<file path="src/rtl/mix_columns_seq.sv">
// Iterative forward AES MixColumns: captures a 128-bit state, transforms
// COLS_PER_CYCLE columns per clock, then holds the result until it is taken.

module mix_col (
    input  logic [31:0] a,
    output logic [31:0] b
);
    function automatic logic [7:0] xtime(input logic [7:0] v);
        return {v[6:0], 1'b0} ^ (v[7] ? 8'h1b : 8'h00);
    endfunction

    logic [7:0] a0, a1, a2, a3;
    assign {a0, a1, a2, a3} = a;

    // 3*x is folded as xtime(x) ^ x
    assign b[31:24] = xtime(a0) ^ xtime(a1) ^ a1 ^ a2 ^ a3;
    assign b[23:16] = a0 ^ xtime(a1) ^ xtime(a2) ^ a2 ^ a3;
    assign b[15:8]  = a0 ^ a1 ^ xtime(a2) ^ xtime(a3) ^ a3;
    assign b[7:0]   = xtime(a0) ^ a0 ^ a1 ^ a2 ^ xtime(a3);
endmodule

module mix_columns_seq #(
    parameter int COLS_PER_CYCLE = 1
) (
    input  logic         clk,
    input  logic         rst_n,
    input  logic         in_valid,
    output logic         in_ready,
    input  logic [127:0] in_data,
    output logic         out_valid,
    input  logic         out_ready,
    output logic [127:0] out_data
);
    localparam int N = 4 / COLS_PER_CYCLE;
    localparam logic [1:0] LAST = 2'(N - 1);

    generate
        if (COLS_PER_CYCLE != 1 && COLS_PER_CYCLE != 2 && COLS_PER_CYCLE != 4) begin : g_cfg_err
            $error("mix_columns_seq: COLS_PER_CYCLE must be 1, 2 or 4");
        end
    endgenerate

    typedef enum logic [1:0] {IDLE, BUSY, DONE} state_t;

    state_t     state;
    logic [1:0] cnt;
    // work[3] holds column 0 so the packed layout matches in_data bit-for-bit
    logic [3:0][31:0] work;

    logic [COLS_PER_CYCLE-1:0][1:0]  slot;
    logic [COLS_PER_CYCLE-1:0][31:0] col_in;
    logic [COLS_PER_CYCLE-1:0][31:0] col_out;

    generate
        for (genvar l = 0; l < COLS_PER_CYCLE; l++) begin : g_lane
            assign slot[l]   = 2'd3 - 2'(int'(cnt) * COLS_PER_CYCLE + l);
            assign col_in[l] = work[slot[l]];
        end
    endgenerate

    mix_col u_mix [COLS_PER_CYCLE-1:0] (
        .a (col_in),
        .b (col_out)
    );

    always_ff @(posedge clk or negedge rst_n) begin
        if (!rst_n) begin
            state     <= IDLE;
            cnt       <= 2'd0;
            work      <= '0;
            in_ready  <= 1'b1;
            out_valid <= 1'b0;
        end else begin
            case (state)
                IDLE: begin
                    if (in_valid) begin
                        work     <= in_data;
                        cnt      <= 2'd0;
                        state    <= BUSY;
                        in_ready <= 1'b0;
                    end
                end
                BUSY: begin
                    for (int l = 0; l < COLS_PER_CYCLE; l++)
                        work[slot[l]] <= col_out[l];
                    if (cnt == LAST) begin
                        cnt       <= 2'd0;
                        state     <= DONE;
                        out_valid <= 1'b1;
                    end else begin
                        cnt <= cnt + 2'd1;
                    end
                end
                DONE: begin
                    if (out_ready) begin
                        state     <= IDLE;
                        out_valid <= 1'b0;
                        in_ready  <= 1'b1;
                    end
                end
                default: state <= IDLE;
            endcase
        end
    end

    // Gate so partially transformed columns never appear on the output
    assign out_data = out_valid ? work : '0;
endmodule

</file>
<file path="config.mk">
export PLATFORM = sky130hd
export DESIGN_NAME = mix_columns_seq
export DESIGN_NICKNAME = d
export VERILOG_FILES = /design/src/rtl/mix_columns_seq.sv
export SDC_FILE = /design/constraint.sdc
export NUM_CORES = 1
export LEC_CHECK = 0
export CORE_UTILIZATION = 32
export DETAILED_ROUTE_END_ITERATION = 16
export SYNTH_ARGS = -nofsm -noshare
export SYNTH_HDL_FRONTEND = slang
export SYNTH_SLANG_ARGS = --single-unit
</file>
<file path="constraint.sdc">
create_clock -name clk -period 3.1 [get_ports clk]
set_input_delay 0.465 -clock clk [delete_from_list [all_inputs] [get_ports clk]]
set_output_delay 0.465 -clock clk [all_outputs]
set_load 0.05 [all_outputs]
</file>
**Yosys cells after proc, flatten, opt, wreduce, memory -nomap -nowiden**

Cells that the tools add are included.

- Register bits after elaboration: 134
- Input port bits: 132
- Output and inout port bits: 130
- Word-level logic and storage cells: 72

- $add $sub $neg: 2
- Magnitude comparators: 2
- Equal/unequal tests: 6
- Multiplexer cells: 25
- Bitwise operators: 20
- Reductions and logical operators: 9

Operators with widths:

| kind | count |
|---|---|
| $mux W128 | 2 |
| $pmux W128 S2 | 1 |
| $xor A8 B8 Y8 | 18 |
| $bwmux W128 | 1 |
| $bmux W32 S2 | 1 |
| $demux W32 S2 | 1 |
| $mux W32 | 2 |
| $mux W5 | 4 |
| $xor A8 B5 Y8 | 2 |
| $mux W2 | 5 |
| $reduce_and A3 Y1 | 3 |
| $ne A2 B2 Y1 const B | 3 |
| $pmux W2 S3 | 1 |
| $reduce_bool A2 Y1 | 3 |
| $eq A2 B2 Y1 const B | 2 |
| $mux W1 | 4 |
| $pmux W1 S2 | 2 |
| $pmux W2 S2 | 1 |
| $lt A2 B3 Y1 const B | 1 |
| $add A2 B1 Y2 const B | 1 |
| $eq A2 B1 Y1 const B | 1 |
| $ge A2 B1 Y1 const B | 1 |
| $logic_not A2 Y1 | 1 |
| $reduce_and A2 Y1 | 1 |
| 2 further kinds | 2 |

**Longest topological paths before layout**

Gate-level depths: netlist (run 1).

- Depth in word-level cells: 11
- Mapped depth: 9
- Gate-level depth less buffers: 6

**Cells and area by module**

Synthesis (run 1) repeated with hierarchy kept, for this count alone.

- Cell total of the unflattened synthesis: 988
- Area, all modules: 10709.0 um^2

Modules (own cells, without submodules):

| module | times used | cells each | area each (um^2) | seq. area each (um^2) |
|---|---|---|---|---|
| mix_columns_seq | 1 | 905 | 9270.1 | 3354.5 |
| mix_col | 1 | 83 | 1438.9 | 0.0 |

**Worst setup path after synthesis (run 1)**

OpenSTA, ideal clock, no wires.

- Kind: reg2reg
- From: register cnt[0]
- To: register work[105] (netlist name)
- Setup time: 83 ps
- Data arrival time: 2247 ps
- Data required time: 3017 ps
- Path slack: 770 ps
- Stages on the path, launching flop included: 7
- Buffers on the path: 2
- Period minus slack after synthesis: 2330 ps
- Cells stage by stage: dfrtp_1 buf_6 buf_6 mux4_1 xor2_1 xnor3_1 o22ai_1

- Longest elaborated chain between the ends: 10
- Elaborated cells on any way between the ends: 18
- Those cells by class: add/sub (1); order compare (2); mux (8); bitwise (6); reduce/logical (1)

Ends and longest elaborated chain:

| item | RTL line | source |
|---|---|---|
| from (decl) | 46 | `logic [1:0] cnt;` |
| from (signal assigned) | 91 | `cnt <= cnt + 2'd1;` |
| $sub A2 B2 Y2 * | 56 | `assign slot[l] = 2'd3 - 2'(int'(cnt) * COLS_PER_CYCLE + l);` |
| $bmux W32 S2 | 57 | `assign col_in[l] = work[slot[l]];` |
| $mux W32 (implied by the code) | 57 |  |
| $mux W5 | 9 | `return {v[6:0], 1'b0} ^ (v[7] ? 8'h1b : 8'h00);` |
| $xor A8 B8 Y8 | 9 |  |
| $xor A8 B8 Y8 (3 in series) | 18 | `assign b[15:8] = a0 ^ a1 ^ xtime(a2) ^ xtime(a3) ^ a3;` |
| $bwmux W128 * | 85 | `work[slot[l]] <= col_out[l];` |
| $pmux W128 S2 * | 74 | `case (state)` |
| to (signal assigned) | 77 | `work <= in_data;` |
| to (signal, indexed assignment) | 85 |  |
| to (decl) | 48 | `logic [3:0][31:0] work;` |

Every way passes the cells marked *; elsewhere a longest branch is shown, timed or not. The select of a mux whose other input is x is not followed.
A chain may end at the register's enable or synchronous reset.

**Worst setup path after layout (run 1)**

- From: register out_valid
- To: output port out_data[10]

- Longest elaborated chain between the ends: 1

Ends and longest elaborated chain:

| item | RTL line | source |
|---|---|---|
| from (decl) | 30 | `output logic out_valid,` |
| from (signal assigned) | 72 | `out_valid <= 1'b0;` |
| from (signal assigned) | 89 | `out_valid <= 1'b1;` |
| from (signal assigned) | 97 | `out_valid <= 1'b0;` |
| $mux W128 | 107 | `assign out_data = out_valid ? work : '0;` |
| to (decl) | 32 | `output logic [127:0] out_data` |

Every way passes these cells.

==> results of run 1 <==
==> layout by cell type, fill, tap and decap left out, types with 4 or more instances in the layout <==
master,synthesis,layout
clkdlybuf4s50_1,0,260
a21oi_1,136,136
dfrtp_1,133,129
and2_1,128,128
nor4b_1,80,80
o21ai_0,75,75
nor2_1,50,50
o22ai_1,48,48
xnor3_1,29,29
buf_4,1,25
mux4_2,22,22
clkbuf_16,0,17
xor3_1,13,13
mux4_1,10,10
xor2_1,10,10
nand2_1,10,10
xnor2_1,8,8
o21ai_1,7,7
xnor2_2,6,6
buf_12,0,6
a21o_1,4,4
inv_1,4,4
ha_1,4,4
clkinv_2,0,4
dfrtp_2,0,4
==> through the flow <==
stage	hold WS, ns	cells	instance area (sq um)	utilization
after floorplan	0.169	876	9160	-
after global placement	0.478	1460	12100	0.434
after detailed placement	0.482	1460	12100	0.434
after CTS	0.0361	1491	12700	0.456
after global routing	0.0605	1492	12700	0.456
final	0.0291	1492	12700	0.456
==> worst paths after layout <==
kind	start	endpoint	slack, ns	cells past startpoint
worst max register to register	cnt[0]	work[53]	0.46	5
max in group asynchronous	rst_n	work[108]	2.28	2
min in group clk	work[0]	work[0]	0.52	2
worst min-delay path	rst_n	work[61]	0.03	1
worst max-delay path	out_valid	out_data[10]	0.19	3
worst min register to register	work[0]	work[0]	0.52	2
==> registers in the layout, summed over array words and instances (netlist names) <==
register and cells:
work 128, cnt 2, state 2, in_ready 1, out_valid 1
==> area by class of cell <==
type                            instances  area (sq um)  area share
Sequential cell                       134          3360       0.264
Multi-Input combinational cell        652          5360       0.421
Tap cell                              378           473      0.0371
Clock inverter                          9           125     0.00983
Inverter                                4          15.0     0.00118
Antenna cell                            1          2.50    0.000197
Timing Repair Buffer                  292          2920       0.229
Clock buffer                           22           474      0.0372
==> worst max-delay path: cells and delay by family, from the launching register on <==
family	cells	cell delay, ns
flops	1	0.70
buf+inv	2	1.10
simple gates	1	0.21
==> logic make-up after synthesis <==
group / Yosys count / synth area share
AO/OA/AOI/OAI: 273 / 0.158
XOR/XNOR: 71 / 0.147
adder cells (fa/ha/maj): 4 / 0.00546
buffers and inverters: 90 / 0.0495
flip-flops: 134 / 0.366
multiplexers: 32 / 0.0828
AND/OR/NAND/NOR: 272 / 0.191
==> layer usage <==
metal,vias to the layer above,wire length [microns],global-route usage
met5,-,0,0
met4,0,738,0.0707
met3,44,1970,0.0359
met2,327,17000,0.403
met1,4122,14500,0.309
li1,3670,-,-
==> flow_summary.toml, run 1 <==
[timing]
relSlewSlack = 0.377
worstMarginPinSlew_ns = 0.934
fmax_mhz = 343
min_period_ns = 2.91
finalCritPeriodShare = 0.940
fin_worst_skew_ns = 0.0113
rsz0062_at_grt = "no"
hold_viol = 0
final_max_slew_viol_count = 0
setup_viol = 0
fin_ws_ns = 0.185
setup_tns_ns = 0

[grt]
grt_max_degree = 62
grt_pass1_vias = 8399
grt_use_total = 0.236
antenna_found_initial = 1
grt_overflow_total = 0
grt_pass1_wl_microns = 51400

[outcome]
outcome = "completed"

[flow_run]
cap_violations = 0

[clocking]
clk_latency_ns = 0.42
clk_pin_slew_ns = 0.06
postCtsSetupBuffers = 0
clkSinkCount = 134
cts_tree = "yes"
cts_resized = 0
h-tree-depth = 4
cts_made_buffers = 17
cts_root_buf = "clkbuf_16"
hold_buffers = 0
clockBufferDepth = 2

[placement]
dpl.hpwl_microns = 25000
port_buffers = 261
dp_slack_ns = 0.452
gp_congestion = 0.851

[detailed_routing]
drt_pass1_iterations = 5
num_vias = 8163
post_drt_wl_per_cell_microns = 22.9
post_drt_via_cell_ratio = 5.47
detail-route-antenna-nets = 0
drt_wl_total_microns = 34200
drtIter0Drc = 568
drc = 0

[critical_path]
required_ns = 2.63
cp-start-kind = "flip-flop"
crit_arrival_ns = 2.45
crit_slowest_cell = "clkdlybuf4s50_1"
path_cells = "buf_12 > and2_1 > clkdlybuf4s50_1"
path_class = "flip-flop to primary output"
cp_slowest_stage_delay_ns = 0.82
cp-end-kind = "primary output"
cp_max_fo = 56

[floorplanning]
start_util = 0.328
row_count = 61
die-area_sq_um = 29300
die_x_microns = 171
num_io_pins = 262
core_area_sq_um = 27900
die-height_microns = 171

[hold_path]
hold_path_class = "primary input to async pin"

[yosys]
synthesis.instances = 876
syn_area_sq_um = 9160
avgSynthCellArea_sq_um = 10.5
ys_warn_count = 0
synthArstFlopShare = 1.00
synth_common_cells = "a21oi_1, dfrtp_1, and2_1"
yosysMostFrequentCell = "a21oi_1"
synth-seq-cells = 134
synth.area.top_cells = "dfrtp_1, and2_1, nor4b_1, a21oi_1, xnor3_1"
synth.top_cell.area_share = 0.363
synthDistinctLibCells = 34
syn_nets = 1012
yosysSeqAreaShare = 0.366
synth_edf_count = 0
synth_top_cell_by_area = "dfrtp_1"
synth_ff_type = "dfrtp_1"

[finish]
syn2layout_area_growth_pct = 39.0
nets = 1237
drive_gt1_frac = 0.0907
fillers = 2689
Power of run 1 is left out: the tool's default activity adds up to more than one toggle a clock period on the data nets, which glitch-free logic cannot reach.
==> run 2: changes to the inputs <==
--- a/config.mk
+++ b/config.mk
@@ -5,7 +5,9 @@
 export SDC_FILE = /design/constraint.sdc
 export NUM_CORES = 1
 export LEC_CHECK = 0
+export ABC_CLOCK_PERIOD_IN_PS = 3100
 export CORE_UTILIZATION = 32
+export CTS_BUF_LIST = sky130_fd_sc_hd__clkbuf_16
 export DETAILED_ROUTE_END_ITERATION = 16
 export SYNTH_ARGS = -nofsm -noshare
 export SYNTH_HDL_FRONTEND = slang
==> flow_summary.toml, run 2 (synthesized netlist as in run 1, its figures left out) <==
[outcome]
outcome = "completed"

[detailed_routing]
post_drt_via_cell_ratio = 5.50
drt_pass1_iterations = 5
post_drt_wl_per_cell_microns = 22.9
num_vias = 8201
detail-route-antenna-nets = 0
drc = 0
drt_wl_total_microns = 34200
drtIter0Drc = 695

[timing]
rsz0062_at_grt = "no"
setup_tns_ns = 0
fin_worst_skew_ns = 0.0109
setup_viol = 0
final_max_slew_viol_count = 0
min_period_ns = 2.92
fmax_mhz = 342
relSlewSlack = 0.360
hold_viol = 0
finalCritPeriodShare = 0.942
worstMarginPinSlew_ns = 0.960
fin_ws_ns = 0.180

[finish]
layout_commonest_cell = "clkdlybuf4s50_1"
largestRegisters = "work: 128 flops, cnt: 2 flops, state: 2 flops"
nets = 1237
syn2layout_area_growth_pct = 38.7
layout_common_cells = "clkdlybuf4s50_1, a21oi_1, dfrtp_1"
drive_gt1_frac = 0.0881
top_register = "work"
largest_register_ffs = 128
post-route-util = 0.455

[floorplanning]
core_area_sq_um = 27900
start_util = 0.328
die-area_sq_um = 29300
die_x_microns = 171
row_count = 61
num_io_pins = 262
die-height_microns = 171

[clocking]
cts_made_buffers = 17
cts_tree = "yes"
clkSinkCount = 134
hold_buffers = 0
cts_resized = 0
clockBufferDepth = 2
clk_latency_ns = 0.42
h-tree-depth = 4
clk_pin_slew_ns = 0.06
postCtsSetupBuffers = 0
cts_root_buf = "clkbuf_16"

[placement]
dp_slack_ns = 0.452
gp_congestion = 0.851
dpl.hpwl_microns = 25000
port_buffers = 261

[critical_path]
crit_slowest_cell = "clkdlybuf4s50_1"
path_class = "flip-flop to primary output"
ff2ff_path_depth = 5
cp-start-kind = "flip-flop"
critPathTopFamily = "buffers and inverters"
critPathBufInv = 2
cp_max_fo = 56
cp_slowest_stage_delay_ns = 0.82
required_ns = 2.63
path_cells = "buf_12 > and2_1 > clkdlybuf4s50_1"
cp-end-kind = "primary output"
worst-path-stages = 3
crit_arrival_ns = 2.46

[grt]
grt_pass1_vias = 8420
grt_use_total = 0.236
grt_overflow_total = 0
grt_pass1_wl_microns = 51400
antenna_found_initial = 1
grt_max_degree = 62

[hold_path]
hold_path_class = "primary input to async pin"

[flow_run]
cap_violations = 0
[run 2: cell count changes in the layout (fill, tap and decap cells not counted)]
cell / change
clkbuf_8: -3
clkinv_1: +3
clkbuf_1: -2
inv_1: +2
[run 2: per-layer routing]
layer	share of wire	up-vias	GRT usage	wire (microns)
li1	-	3671	-	-
met1	0.43	4184	0.308	14600
met2	0.50	306	0.403	17200
met3	0.051	40	0.0359	1750
met4	0.021	0	0.0714	709
met5	0	-	0	0
[run 2: cell type report]
type	count	area (sq um)
multi-input cells	652	5360
inverters	4	15.0
repair buffers	292	2920
diodes	1	2.50
flip-flops and latches	134	3360
fillers	2696	15200
clock inverters	14	144
clock buffers	17	425
well taps	378	473
[run 2: final timing paths]
path                           start      endpoint  slack [ns]
max                        out_valid  out_data[10]        0.18
max reg2reg                   cnt[0]       work[9]        0.46
min reg2reg                  work[0]       work[0]        0.53
min                            rst_n      work[61]        0.03
max in group asynchronous      rst_n     work[108]        2.29
min in group clk             work[0]       work[0]        0.53
[run 2: metrics by stage]
stage	cells	cell area, sq um	hold slack [ns]
5_1_grt	1492	12700	0.0614
3_3_place_gp	1460	12100	0.478
4_1_cts	1491	12700	0.0361
2_1_floorplan	876	9160	0.169
3_5_place_dp	1460	12100	0.482
6_report	1492	12700	0.0251
Power of run 2 is left out for the same reason.
